--- src/rtl/axis_frame_sender.sv ---
//==============================================================================
// Module      : axis_frame_sender
// Description : AXI4-Stream frame source. On en, snapshots N_WORDS payload words
//               and streams them as one frame with tlast on the final word.
//               Optional feature macro: AXIS_FRAME_SKIP_ZERO_EN (skip zero
//               non-final words with a tvalid=0 slot).
// Revision    : 1.0 - initial release
//==============================================================================
`default_nettype none

module axis_frame_sender #(
    parameter int DATA_W   = 32,
    parameter int N_WORDS  = 3,
    parameter int ONE_SHOT = 1
) (
    input  logic                        clk,
    input  logic                        reset,
    input  logic                        en,
    input  logic [N_WORDS*DATA_W-1:0]   words,
    input  logic                        tready,
    output logic [DATA_W-1:0]           tdata,
    output logic                        tvalid,
    output logic                        tlast,
    output logic [DATA_W/8-1:0]         tkeep,
    output logic                        busy,
    output logic                        done
);

    localparam int KEEP_W = DATA_W / 8;
    localparam int IDX_W  = (N_WORDS > 1) ? $clog2(N_WORDS) : 1;
    localparam logic [IDX_W-1:0] LAST_IDX = IDX_W'(N_WORDS - 1);

`ifdef AXIS_FRAME_SKIP_ZERO_EN
    localparam bit SKIP_ZERO = 1'b1;
`else
    localparam bit SKIP_ZERO = 1'b0;
`endif

    typedef enum logic [1:0] {
        ST_IDLE = 2'd0,
        ST_SEND = 2'd1,
        ST_DONE = 2'd2
    } state_t;

    state_t                            state_q, state_d;
    logic [IDX_W-1:0]                  idx_q, idx_d;
    logic [N_WORDS-1:0][DATA_W-1:0]    buf_q, buf_d;
    logic [DATA_W-1:0]                 tdata_q, tdata_d;
    logic                              tvalid_q, tvalid_d;
    logic                              tlast_q, tlast_d;
    logic [KEEP_W-1:0]                 tkeep_q, tkeep_d;
    logic                              busy_q, busy_d;
    logic                              done_q, done_d;

    logic [IDX_W-1:0]                  nxt_idx;
    logic [DATA_W-1:0]                 nxt_word;
    logic                              nxt_last;
    logic                              advance;
    logic [DATA_W-1:0]                 pres_word;
    logic                              pres_last;
    logic                              pres_en;
    logic                              pres_valid;

    always_comb begin
        state_d    = state_q;
        idx_d      = idx_q;
        buf_d      = buf_q;
        tdata_d    = tdata_q;
        tvalid_d   = tvalid_q;
        tlast_d    = tlast_q;
        tkeep_d    = tkeep_q;
        busy_d     = busy_q;
        done_d     = done_q;
        pres_en    = 1'b0;
        pres_word  = '0;
        pres_last  = 1'b0;
        pres_valid = 1'b0;

        nxt_idx  = idx_q + 1'b1;
        nxt_word = buf_q[nxt_idx];
        nxt_last = (nxt_idx == LAST_IDX);
        // A tvalid=0 slot inside SEND is a skipped zero word and never waits on tready.
        advance  = tready | (SKIP_ZERO & ~tvalid_q);

        case (state_q)
            ST_IDLE: begin
                if (en) begin
                    buf_d     = words;
                    idx_d     = '0;
                    state_d   = ST_SEND;
                    busy_d    = 1'b1;
                    pres_en   = 1'b1;
                    pres_word = words[DATA_W-1:0];
                    pres_last = (N_WORDS == 1);
                end
            end
            ST_SEND: begin
                if (advance) begin
                    if (idx_q == LAST_IDX) begin
                        idx_d    = '0;
                        tdata_d  = '0;
                        tvalid_d = 1'b0;
                        tlast_d  = 1'b0;
                        tkeep_d  = '0;
                        busy_d   = 1'b0;
                        if (ONE_SHOT != 0) begin
                            state_d = ST_DONE;
                            done_d  = 1'b1;
                        end else begin
                            state_d = ST_IDLE;
                        end
                    end else begin
                        idx_d     = nxt_idx;
                        pres_en   = 1'b1;
                        pres_word = nxt_word;
                        pres_last = nxt_last;
                    end
                end
            end
            ST_DONE: begin
                tdata_d  = '0;
                tvalid_d = 1'b0;
                tlast_d  = 1'b0;
                tkeep_d  = '0;
                busy_d   = 1'b0;
                done_d   = 1'b1;
            end
            default: begin
                state_d  = ST_IDLE;
                idx_d    = '0;
                tdata_d  = '0;
                tvalid_d = 1'b0;
                tlast_d  = 1'b0;
                tkeep_d  = '0;
                busy_d   = 1'b0;
                done_d   = 1'b0;
            end
        endcase

        // The final word is always sent, even when zero.
        if (pres_en) begin
            pres_valid = ~(SKIP_ZERO & (pres_word == '0) & ~pres_last);
            tvalid_d   = pres_valid;
            tdata_d    = pres_valid ? pres_word : '0;
            tkeep_d    = pres_valid ? {KEEP_W{1'b1}} : '0;
            tlast_d    = pres_valid & pres_last;
        end
    end

    always_ff @(posedge clk) begin
        if (reset) begin
            state_q  <= ST_IDLE;
            idx_q    <= '0;
            buf_q    <= '0;
            tdata_q  <= '0;
            tvalid_q <= 1'b0;
            tlast_q  <= 1'b0;
            tkeep_q  <= '0;
            busy_q   <= 1'b0;
            done_q   <= 1'b0;
        end else begin
            state_q  <= state_d;
            idx_q    <= idx_d;
            buf_q    <= buf_d;
            tdata_q  <= tdata_d;
            tvalid_q <= tvalid_d;
            tlast_q  <= tlast_d;
            tkeep_q  <= tkeep_d;
            busy_q   <= busy_d;
            done_q   <= done_d;
        end
    end

    assign tdata  = tdata_q;
    assign tvalid = tvalid_q;
    assign tlast  = tlast_q;
    assign tkeep  = tkeep_q;
    assign busy   = busy_q;
    assign done   = done_q;

endmodule

`default_nettype wire

--- config.mk ---
export PLATFORM = sky130hd
export DESIGN_NAME = axis_frame_sender
export DESIGN_NICKNAME = d
export VERILOG_FILES = /design/src/rtl/axis_frame_sender.sv
export SDC_FILE = /design/constraint.sdc
export NUM_CORES = 1
export LEC_CHECK = 0
export ABC_AREA = 1
export ABC_CLOCK_PERIOD_IN_PS = 2600
export BUFFER_PORTS_ARGS = -buffer_cell sky130_fd_sc_hd__buf_2
export CORE_MARGIN = 10
export CORE_UTILIZATION = 54
export CTS_CLUSTER_DIAMETER = 150
export CTS_CLUSTER_SIZE = 24
export DETAILED_ROUTE_END_ITERATION = 12
export PLACE_DENSITY = 0.8
export SKIP_LAST_GASP = 1
export SLEW_MARGIN = 20
export SYNTH_ARGS = -nofsm -noshare
export SYNTH_HDL_FRONTEND = slang
export SYNTH_SLANG_ARGS = --single-unit
--- constraint.sdc ---
create_clock -name clk -period 2.6 [get_ports clk]
set_input_delay 0.52 -clock clk [delete_from_list [all_inputs] [get_ports clk]]
set_output_delay 0.52 -clock clk [all_outputs]
set_load 0.05 [all_outputs]
Word level (Yosys, flattened, before mapping):

Index checks and enable logic that the tools add are counted.

* equality and inequality tests: 10
* multipliers: 0
* muxes and demuxes: 39
* shift operators: 0
* add/subtract/negate cells: 1
* reductions and logical operators: 7
* div/mod/pow operators: 0
* bitwise operators: 2
* magnitude comparators: 1

Operators with widths (number)
* 32-bit two-way mux: 7
* 32-bit one-hot mux with 2 select lines: 2
* 32-bit binary-select mux with 2-bit select: 1
* 1-bit two-way mux: 13
* 2-bit two-way mux: 6
* 4-bit two-way mux: 3
* 2-bit one-hot mux with 3 select lines: 2
* 3-bit AND reduction: 4
* 2-bit inequality test, second input constant: 4
* 4-bit one-hot mux with 2 select lines: 1
* 2-bit == test, second input constant: 3
* 3-bit inequality test, second input constant: 2
* 1-bit one-hot mux with 2 select lines: 3
* 4-bit AND reduction: 1
* 2-bit by 3-bit less-than comparator with 1-bit output, second input constant: 1
* 1-bit one-hot mux with 3 select lines: 1
* 2-bit by 1-bit adder with 2-bit output, second input constant: 1
* 2-bit by 1-bit == test with 1-bit output, second input constant: 1
* 2-bit zero test: 1
* 1-bit inverter: 2
* 2-bit AND reduction: 1

* RAM bits: 0
* bits in read-only memories: 0
* logic and storage cells: 71
* memories kept: 0
* bits of input ports: 100
* register bits after elaboration: 140
* output and inout bits: 40
* latch bits: 0

Depth between registers and ports, before layout:

Gate-level depths: netlist (run 1).

* word-level depth: 7
* gate-level depth with buffers: 13
* gate-level depth less buffers: 10

Worst setup path after synthesis (run 1):

OpenSTA, ideal clock, no wires.

* path type: register to register
* from: reg idx_q[0]
* to: reg tdata_q[10], in the netlist tdata[10]
* data required time: 2.490 ns
* clock period less this slack: 1.838 ns
* slack: 0.762 ns
* setup time: 0.110 ns
* cell stages (with the launch flop): 13
* data arrival time: 1.728 ns
* path buffers: 3
* path through: dfxtp_1 buf_2 inv_1 buf_2 ha_1 inv_2 nand2_1 nand3_2 buf_6 nand3_1 nand3_1 nand2_1 inv_1

* longest elaborated chain between the ends: 7
* elaborated cells on any way between the ends: 15
* classes of those cells: 1 x add/sub; 4 x eq/ne; 9 x mux; 1 x reduce/logical

Ends and longest elaborated chain
* start: declaration: RTL line 46 `logic [IDX_W-1:0] idx_q, idx_d;`
* start signal: assignment: RTL line 163 `idx_q <= idx_d;`
* 2-bit by 1-bit adder with 2-bit output: RTL line 79 `nxt_idx = idx_q + 1'b1;`
* 32-bit binary-select mux with 2-bit select: RTL line 80 `nxt_word = buf_q[nxt_idx];`
* 32-bit two-way mux (not written as such): RTL line 80
* 32-bit two-way mux: RTL line 99 `if (idx_q == LAST_IDX) begin`
* 32-bit two-way mux: RTL line 98 `if (advance) begin`
* 32-bit one-hot mux with 2 select lines: RTL line 85 `case (state_q)`
* 32-bit two-way mux: RTL line 141 `if (pres_en) begin`
* end signal: assignment: RTL line 165 `tdata_q <= tdata_d;`
* end: declaration: RTL line 48 `logic [DATA_W-1:0] tdata_q, tdata_d;`

Several ways; a longest one is shown, not always the timed one. The select of a mux whose other input is x is not followed.
A chain may end at the register's enable or synchronous reset.

Worst setup path after layout (run 1):

* from: reg state_q[1]
* to: reg tdata_q[24], in the netlist tdata[24]

* longest elaborated chain between the ends: 4
* elaborated cells on any way between the ends: 10
* classes of those cells: 4 x eq/ne; 4 x mux; 2 x reduce/logical

Ends and longest elaborated chain
* start: declaration: RTL line 45 `state_t state_q, state_d;`
* start signal: assignment: RTL line 162 `state_q <= state_d;`
* 2-bit by 1-bit == test with 1-bit output or 2-bit zero test (tied branches): RTL line 85
* 1-bit one-hot mux with 2 select lines: RTL line 85
* 3-bit inequality test (no source line) or 2-bit inequality test (tied branches)
* 3-bit AND reduction (no source line)

Several ways; a longest one is shown, not always the timed one.

==> results of run 1 <==
## cell families after synthesis
kind of cell | count (synthesis) | share of synthesized area, %
simple gates | 440 | 29.7
buf+inv | 175 | 12.0
compound gates | 138 | 11.4
flops | 136 | 44.9
fa+ha+maj | 9 | 1.86
## worst register-to-register path, stage by stage, from the launching register on
cell and delay (ps):
dfxtp_1 360, inv_1 100, ha_1 260, nand2_1 140
nand3_2 400, buf_12 350, nand3_1 100, nand3_1 80
nand2_1 60, inv_1 40
## how the worst min path moves through the flow
stage / from / depth (start not counted) / to
CTS: words[74] / 3 / buf_q[74]
finish: words[74] / 3 / buf_q[74]
global route: words[70] / 3 / buf_q[70]
detailed placement: busy / 2 / busy
floorplan: buf_q[36] / 2 / buf_q[36]
global placement: busy / 2 / busy
## synthesized netlist by cell type
cell,instances,area (sq um)
clkbuf_1,23,86.3
nand3_1,98,490
o21ai_0,66,330
buf_2,22,110
nor2_4,2,22.5
a21oi_1,70,350
inv_1,111,417
nand2_1,269,1010
dfxtp_1,136,2720
buf_1,7,26.3
nand4_1,2,12.5
ha_1,9,113
buf_6,3,33.8
nor2_1,68,255
buf_4,6,45.0
o211ai_1,1,7.51
inv_2,3,11.3
o21ai_1,1,5.00
nand3_2,1,10.0
## metrics by stage
| stage | util [%] | hold slack (ps) |
|---|---|---|
| after CTS | 67.7 | 355 |
| after detailed placement | 62.1 | 436 |
| final | 67.7 | 358 |
| after global routing | 67.7 | 359 |
| after floorplan | - | 429 |
| after global placement | 62.1 | 432 |
## power breakdown
group	leakage, nW	switching, mW	internal [mW]
clock	0.296	0.939	1.55
sequential	1.12	0.202	2.55
combinational	2.36	2.21	0.915
total	3.78	3.35	5.02
## area by class of cell
type,instances,area (sq um)
clock inverter,13,170
fill,996,3530
timing repair buffer,153,851
clock buffer,19,443
sequential,136,2720
inverter,114,428
multi-input combinational,587,2610
tap,140,175
## layer usage
metal | GRT usage, % | share of wire [%] | vias up
li1 | - | - | 3023
met1 | 24.5 | 43 | 2680
met2 | 35.7 | 48 | 237
met3 | 6.08 | 7.8 | 22
met4 | 6.76 | 1.8 | 0
met5 | 0 | 0 | -
## sequential cells by signal, summed over array words and instances, names as in the netlist
register / flops
tdata: 32
tkeep: 1
buf_q: 96
tlast: 1
idx_q: 2
done: 1
busy: 1
state_q: 2
==> flow_summary.json, run 1 <==
{
  "post_cts_buffers": 0,
  "max_cap_violations": 0,
  "drive_gt1_share_pct": 18.7,
  "core-area_sq_um": 10900,
  "die_h_um": 126,
  "clock_path_buffers": 2,
  "rr_worst_depth": 9,
  "cp_top_family": "simple AND/OR/NAND/NOR gates",
  "h-tree-depth": 4,
  "tightest_slew_ps": 716,
  "die_w_um": 126,
  "min_period_over_period_pct": 76.0,
  "finClkSkew_ps": 11.2,
  "ys_ff_latch": 136,
  "synth_cell_types": 19,
  "cts_resized": 0,
  "die_area_sq_um": 15900,
  "numCtsBuffers": 17,
  "ir_drop_mv": 0.622,
  "place_ws_ps": 626,
  "num_io_pins": 140,
  "ant_nets": 0,
  "gp_congestion": 0.810,
  "clock-sinks": 136,
  "hold_path_class": "input port to flip-flop",
  "crit_fanout": 22,
  "crit_chain": "inv_1 > ha_1 > nand2_1 > nand3_2 > buf_12 > nand3_1 > nand3_1 > nand2_1 > inv_1",
  "cp_slowest_cell": "nand3_2",
  "status": "completed",
  "antenna_found_initial": 0,
  "power.density_nw_per_um2": 1130,
  "grt_first_pass_wirelength_um": 28100,
  "drc": 0,
  "drv_slew": 0,
  "cts_root_buffer": "clkbuf_16",
  "rsz0062_at_grt": "false",
  "syn_area_per_cell_sq_um": 6.75,
  "synth_fp_nets": 1007,
  "avgRoutedWirePerCell_um": 14.5,
  "layout.cells.non_filler": 1162,
  "io_buffers": 139,
  "hold_viol": 0,
  "final_cell_area_sq_um": 7400,
  "final_common_cell": "nand2_1",
  "crit_required_ps": 2910,
  "reg2reg_slack_ps": 620,
  "cts_hold_buf": 0,
  "clk_latency_ps": 410,
  "synth.yosys.seq_area_share_pct": 44.9,
  "maxSlewHeadroom_pct": 52.3,
  "via_count": 5962,
  "r2r_start": "state_q[1]",
  "syn_inst": 898,
  "fin_tns_setup_ps": 0,
  "start_util_pct": 55.4,
  "final_cell_mix": "nand2_1, buf_2, dfxtp_1",
  "total_power_mw": 8.37,
  "critPathCaptureType": "flip-flop",
  "fin_ws_ps": 625,
  "start_kind": "flip-flop",
  "crit_start": "state_q[1]",
  "setup_viol": 0,
  "placedInstanceArea_sq_um": 6790,
  "area_growth_pct": 22.2,
  "leakagePower_nw": 3.78,
  "cp.arrival_ps": 2290,
  "first_pass_iters": 5,
  "nets": 1118,
  "rows": 38,
  "grt_use_total_pct": 20.9,
  "critical_path_depth": 9,
  "synthesis.area_sq_um": 6060,
  "routed_wl_um": 16800,
  "grt_pass1_vias": 5919,
  "grt-ovfl-total": 0,
  "dp_cells": 1130,
  "tritoncts": "built",
  "crit_type": "flip-flop to flip-flop",
  "r2r-end": "tdata[24]",
  "synth_warnings": 0,
  "fin_crit_ps": 1980,
  "cpPeakStageDelay_ps": 400,
  "diodes": 0,
  "vias_per_cell": 5.13,
  "grt_max_degree": 129,
  "hpwl_um": 10800,
  "drtIter0Drc": 542,
  "path_buf_inv": 3,
  "path_clk_slew_ps": 60,
  "fmax_mhz": 506,
  "crit_path_end": "tdata[24]"
}
No activity file was read; power rests on OpenSTA's default activity.
==> inputs of run 2 (changes only) <==
--- a/config.mk
+++ b/config.mk
@@ -6,7 +6,7 @@
 export NUM_CORES = 1
 export LEC_CHECK = 0
 export ABC_AREA = 1
-export ABC_CLOCK_PERIOD_IN_PS = 2600
+export ABC_CLOCK_PERIOD_IN_PS = 1900
 export BUFFER_PORTS_ARGS = -buffer_cell sky130_fd_sc_hd__buf_2
 export CORE_MARGIN = 10
 export CORE_UTILIZATION = 54
==> constraint.sdc (replaced) <==
create_clock -name clk -period 1.9 [get_ports clk]
set_input_delay 0.38 -clock clk [delete_from_list [all_inputs] [get_ports clk]]
set_output_delay 0.38 -clock clk [all_outputs]
set_load 0.05 [all_outputs]
==> run 2 against run 1 <==
Against the previous run:
- global-route usage fell by 0.26 points
- register-to-register slack got worse by 420 ps
- cell count rose by 0.43%
- die area did not move
- largest power group unchanged
- clock power rose by 42%
- combinational power rose by 37%
- critical path depth rose by 1
- total power rose by 39%
==> flow_summary.json, run 2 (synthesis results as in run 1) <==
{
  "crit_type": "flip-flop to flip-flop",
  "rr_worst_depth": 10,
  "routed-wl-met2_um": 8150,
  "max_cap_violations": 0,
  "start_kind": "flip-flop",
  "cp_slowest_cell": "dfxtp_1",
  "drtIter0Drc": 545,
  "grt_max_degree": 111,
  "antenna_found_initial": 0,
  "grt_first_pass_wirelength_um": 27600,
  "crit_start": "state_q[0]",
  "grt_pass1_vias": 5990,
  "finClkSkew_ps": 10.9,
  "rows": 38,
  "power.density_nw_per_um2": 1550,
  "top_register": "buf_q",
  "top_layer": "met4",
  "gp_congestion": 0.790,
  "clock_path_buffers": 2,
  "tritoncts": "built",
  "critPathCaptureType": "flip-flop",
  "via_count": 5940,
  "met1_length_um": 7100,
  "num_io_pins": 140,
  "cpPeakStageDelay_ps": 370,
  "grt_use_total_pct": 20.6,
  "crit_fanout": 19,
  "total_power_mw": 11.6,
  "area_growth_pct": 23.3,
  "hpwl_um": 10800,
  "routed_wl_um": 16700,
  "post_cts_buffers": 0,
  "drc": 0,
  "drv_slew": 0,
  "diodes": 0,
  "path_buf_inv": 4,
  "critical_path_depth": 10,
  "largest_reg_flops": 96,
  "die_w_um": 126,
  "hold_viol": 0,
  "maxSlewHeadroom_pct": 68.4,
  "ir_drop_mv": 1.13,
  "cts_root_buffer": "clkbuf_16",
  "final_cell_mix": "nand2_1, buf_2, dfxtp_1",
  "tightest_slew_ps": 474,
  "final_common_cell": "nand2_1",
  "reg2reg_slack_ps": 200,
  "die_area_sq_um": 15900,
  "holdWs_ps": 213,
  "setup_viol": 0,
  "vias_per_cell": 5.09,
  "path_clk_slew_ps": 60,
  "r2r_start": "state_q[0]",
  "leakagePower_nw": 3.83,
  "avgRoutedWirePerCell_um": 14.3,
  "min_period_over_period_pct": 89.3,
  "crit_required_ps": 2260,
  "hold_path_class": "input port to flip-flop",
  "status": "completed",
  "fin_crit_ps": 1700,
  "die_h_um": 126,
  "cp.arrival_ps": 2060,
  "cp_top_family": "simple AND/OR/NAND/NOR gates",
  "clock-sinks": 136,
  "met3_length_um": 1140,
  "start_util_pct": 55.4,
  "drive_gt1_share_pct": 19.0,
  "cts_hold_buf": 0,
  "clk_latency_ps": 420,
  "crit_chain": "inv_1 > ha_1 > nand2_4 > inv_2 > nor2_4 > buf_4 > nand3_1 > nand3_1 > nand2_1 > inv_1",
  "r2r-end": "tdata[25]",
  "nets": 1123,
  "ant_nets": 0,
  "h-tree-depth": 4,
  "core-area_sq_um": 10900,
  "crit_path_end": "tdata[25]",
  "first_pass_iters": 5,
  "grt-ovfl-total": 0,
  "fin_tns_setup_ps": 0,
  "numCtsBuffers": 17,
  "io_buffers": 139,
  "cts_resized": 0,
  "fmax_mhz": 590,
  "rsz0062_at_grt": "false"
}
-- run 2: cell types whose count changed in the layout (fill, tap and decap cells not counted) --
| cell | previous run | this run |
|---|---|---|
| clkinvlp_4 | 2 | 0 |
| buf_4 | 10 | 15 |
| clkbuf_8 | 1 | 5 |
| inv_8 | 1 | 0 |
| clkinv_4 | 3 | 0 |
| bufinv_16 | 3 | 4 |
| clkbuf_1 | 1 | 2 |
| clkinv_2 | 2 | 4 |
| inv_6 | 2 | 0 |
-- run 2: cell type report --
cell class,count,area [sq um]
Multi-Input combinational cell,587,2610
Clock buffer,24,502
Fill cell,961,3470
Timing Repair Buffer,158,888
Tap cell,140,175
Inverter,114,428
Sequential cell,136,2720
Clock inverter,8,140
-- run 2: how the worst min path moves through the flow --
stage | startpoint | end | slack [ps] | depth (start not counted)
floorplan | buf_q[36] | buf_q[36] | 430 | 2
global placement | busy | busy | 430 | 2
detailed placement | busy | busy | 440 | 2
CTS | words[79] | buf_q[79] | 210 | 3
global route | words[78] | buf_q[78] | 230 | 3
finish | words[79] | buf_q[79] | 210 | 3
-- run 2: per-layer routing --
metal  up-vias  track usage (%)
met1      2687             24.1
met4         0             7.77
met5         -                0
li1       3028                -
met3        29             5.62
met2       196             35.2
-- run 2: worst min-delay path: cells and delay by family --
kind	cells	cell delay, ps
AND/OR/NAND/NOR	1	70
buffers and inverters	1	70
AO/OA/AOI/OAI	1	70
-- run 2: through the flow --
step | instances | utilization [%] | setup slack, ps | instance area, sq um
floorplan | 898 | - | 62.5 | 6060
global placement | 1135 | 62.4 | 338 | 6830
detailed placement | 1135 | 62.4 | 282 | 6830
CTS | 1167 | 68.3 | 231 | 7470
global route | 1167 | 68.3 | 74.1 | 7470
finish | 1167 | 68.3 | 204 | 7470
-- run 2: report_power, final --
group | total (mW) | leakage [nW] | internal (mW) | switching [mW]
logic | 4.29 | 2.39 | 1.26 | 3.02
registers | 3.78 | 1.12 | 3.50 | 0.281
clock network | 3.54 | 0.320 | 2.36 | 1.17
total | 11.6 | 3.83 | 7.12 | 4.48
==> inputs of run 3 (changes only) <==
--- a/config.mk
+++ b/config.mk
@@ -6,7 +6,7 @@
 export NUM_CORES = 1
 export LEC_CHECK = 0
 export ABC_AREA = 1
-export ABC_CLOCK_PERIOD_IN_PS = 1900
+export ABC_CLOCK_PERIOD_IN_PS = 1700
 export BUFFER_PORTS_ARGS = -buffer_cell sky130_fd_sc_hd__buf_2
 export CORE_MARGIN = 10
 export CORE_UTILIZATION = 54
==> constraint.sdc (replaced) <==
create_clock -name clk -period 1.7 [get_ports clk]
set_input_delay 0.34 -clock clk [delete_from_list [all_inputs] [get_ports clk]]
set_output_delay 0.34 -clock clk [all_outputs]
set_load 0.05 [all_outputs]
==> run 3 against run 2 <==
Against the previous run:
- sequential share of layout area decreased by 0.14 points
- clock power decreased by 3%
- total power increased by 9.0%
- first-iteration DRC count increased by 11%
- core utilization increased by 0.29 points
- largest power group unchanged
- highest routed layer unchanged
==> flow_summary.json, run 3 (synthesis results as in run 1) <==
{
  "drc": 0,
  "diodes": 0,
  "final_cell_area_sq_um": 7500,
  "grt_pass1_vias": 5777,
  "grt_first_pass_wirelength_um": 26600,
  "total_power_mw": 12.6,
  "numCtsBuffers": 17,
  "status": "completed",
  "hold_path_class": "input port to flip-flop",
  "fin_ws_ps": 57.6,
  "power.density_nw_per_um2": 1690,
  "final_common_cell": "nand2_1",
  "regArea_sq_um": 2720,
  "crit_required_ps": 1980,
  "critPathCaptureType": "flip-flop",
  "num_io_pins": 140,
  "layout.cells.non_filler": 1172,
  "ir_drop_mv": 0.766,
  "die_h_um": 126,
  "die_area_sq_um": 15900,
  "start_kind": "flip-flop",
  "min_period_over_period_pct": 96.6,
  "drv_slew": 0,
  "antenna_found_initial": 0,
  "grt-ovfl-total": 0,
  "area_growth_pct": 23.8,
  "crit_type": "flip-flop to flip-flop",
  "setup_viol": 0,
  "vias_per_cell": 5.03,
  "n_fill_cell": 972,
  "met1_length_um": 7130,
  "first_pass_iters": 5,
  "tritoncts": "built",
  "met3_length_um": 977,
  "cts_root_buffer": "clkbuf_16",
  "place_ws_ps": 74.1,
  "top_register": "buf_q",
  "gp_congestion": 0.806,
  "maxSlewHeadroom_pct": 70.3,
  "drtIter0Drc": 603,
  "tightest_slew_ps": 445,
  "routed_wl_um": 16100,
  "leakagePower_nw": 3.83,
  "grt_max_degree": 77,
  "routed-wl-met2_um": 7810,
  "via_count": 5896,
  "crit_fanout": 25,
  "rows": 38,
  "path_clk_slew_ps": 60,
  "dp_cells": 1138,
  "multi_input_area_sq_um": 2630,
  "nets": 1128,
  "drive_gt1_share_pct": 20.1,
  "fin_util_pct": 68.6,
  "fin_crit_ps": 1640,
  "finClkSkew_ps": 11.8,
  "avgRoutedWirePerCell_um": 13.7,
  "grt_use_total_pct": 19.5,
  "rsz0062_at_grt": "true",
  "io_buffers": 139,
  "cp.arrival_ps": 1920,
  "placedInstanceArea_sq_um": 6890,
  "start_util_pct": 55.4,
  "ant_nets": 0,
  "clk_latency_ps": 400,
  "clock_path_buffers": 2,
  "h-tree-depth": 4,
  "cts_hold_buf": 0,
  "max_cap_violations": 0,
  "fmax_mhz": 609,
  "final_cell_mix": "nand2_1, buf_2, dfxtp_1",
  "die_w_um": 126,
  "largest_reg_flops": 96,
  "clock-sinks": 136,
  "hpwl_um": 10900,
  "core-area_sq_um": 10900,
  "hold_viol": 0,
  "top_layer": "met4"
}
-- run 3: changes by cell type in the layout (fill, tap and decap cells not counted), sizes merged --
cell / change
buf: +5
clkbuf: -5
inv: +5
bufinv: -4
clkinv: +2
clkinvlp: +2
-- run 3: area by class of cell --
class | count | area share, %
clock buffer | 19 | 6.04
clock inverter | 13 | 1.47
inverter | 114 | 5.70
multi-input combinational | 587 | 35.0
sequential | 136 | 36.3
tap | 140 | 2.34
timing repair buffer | 163 | 13.1
-- run 3: metal layers --
metal	GRT usage, %	vias up
met5	0	-
met4	5.63	0
met3	4.78	8
met2	34.0	157
met1	23.2	2700
li1	-	3031
-- run 3: path summary, 6_finish.rpt --
| path | start | endpoint | slack, ps | cells after the start |
|---|---|---|---|---|
| max | state_q[1] | buf_q[95] | 60 | 7 |
| min | words[65] | buf_q[65] | 180 | 3 |
| min reg2reg | busy | busy | 440 | 2 |
| max reg2reg | state_q[1] | buf_q[95] | 60 | 7 |
-- run 3: repair_timing --
action                     CTS  global route
setup endpoints to repair    0            35
buffers inserted             0             2
gates resized for setup      0             8
-- run 3: per-stage QoR --
stage	TNS (ps)	hold slack [ps]
floorplan	0	429
global placement	0	430
detailed placement	0	436
CTS	0	173
global route	-245	187
finish	0	180
-- run 3: where the power goes --
part | internal [mW] | switching [mW]
clock network | 1.98 | 1.45
logic | 1.62 | 3.36
registers | 3.91 | 0.324
-- run 3: worst max-delay path, stage by stage (launching register included) --
cell and delay (ps):
dfxtp_1 320, inv_1 120, ha_2 240, nand2_4 80
buf_12 140, buf_4 190, o21ai_0 340, nor2_1 70
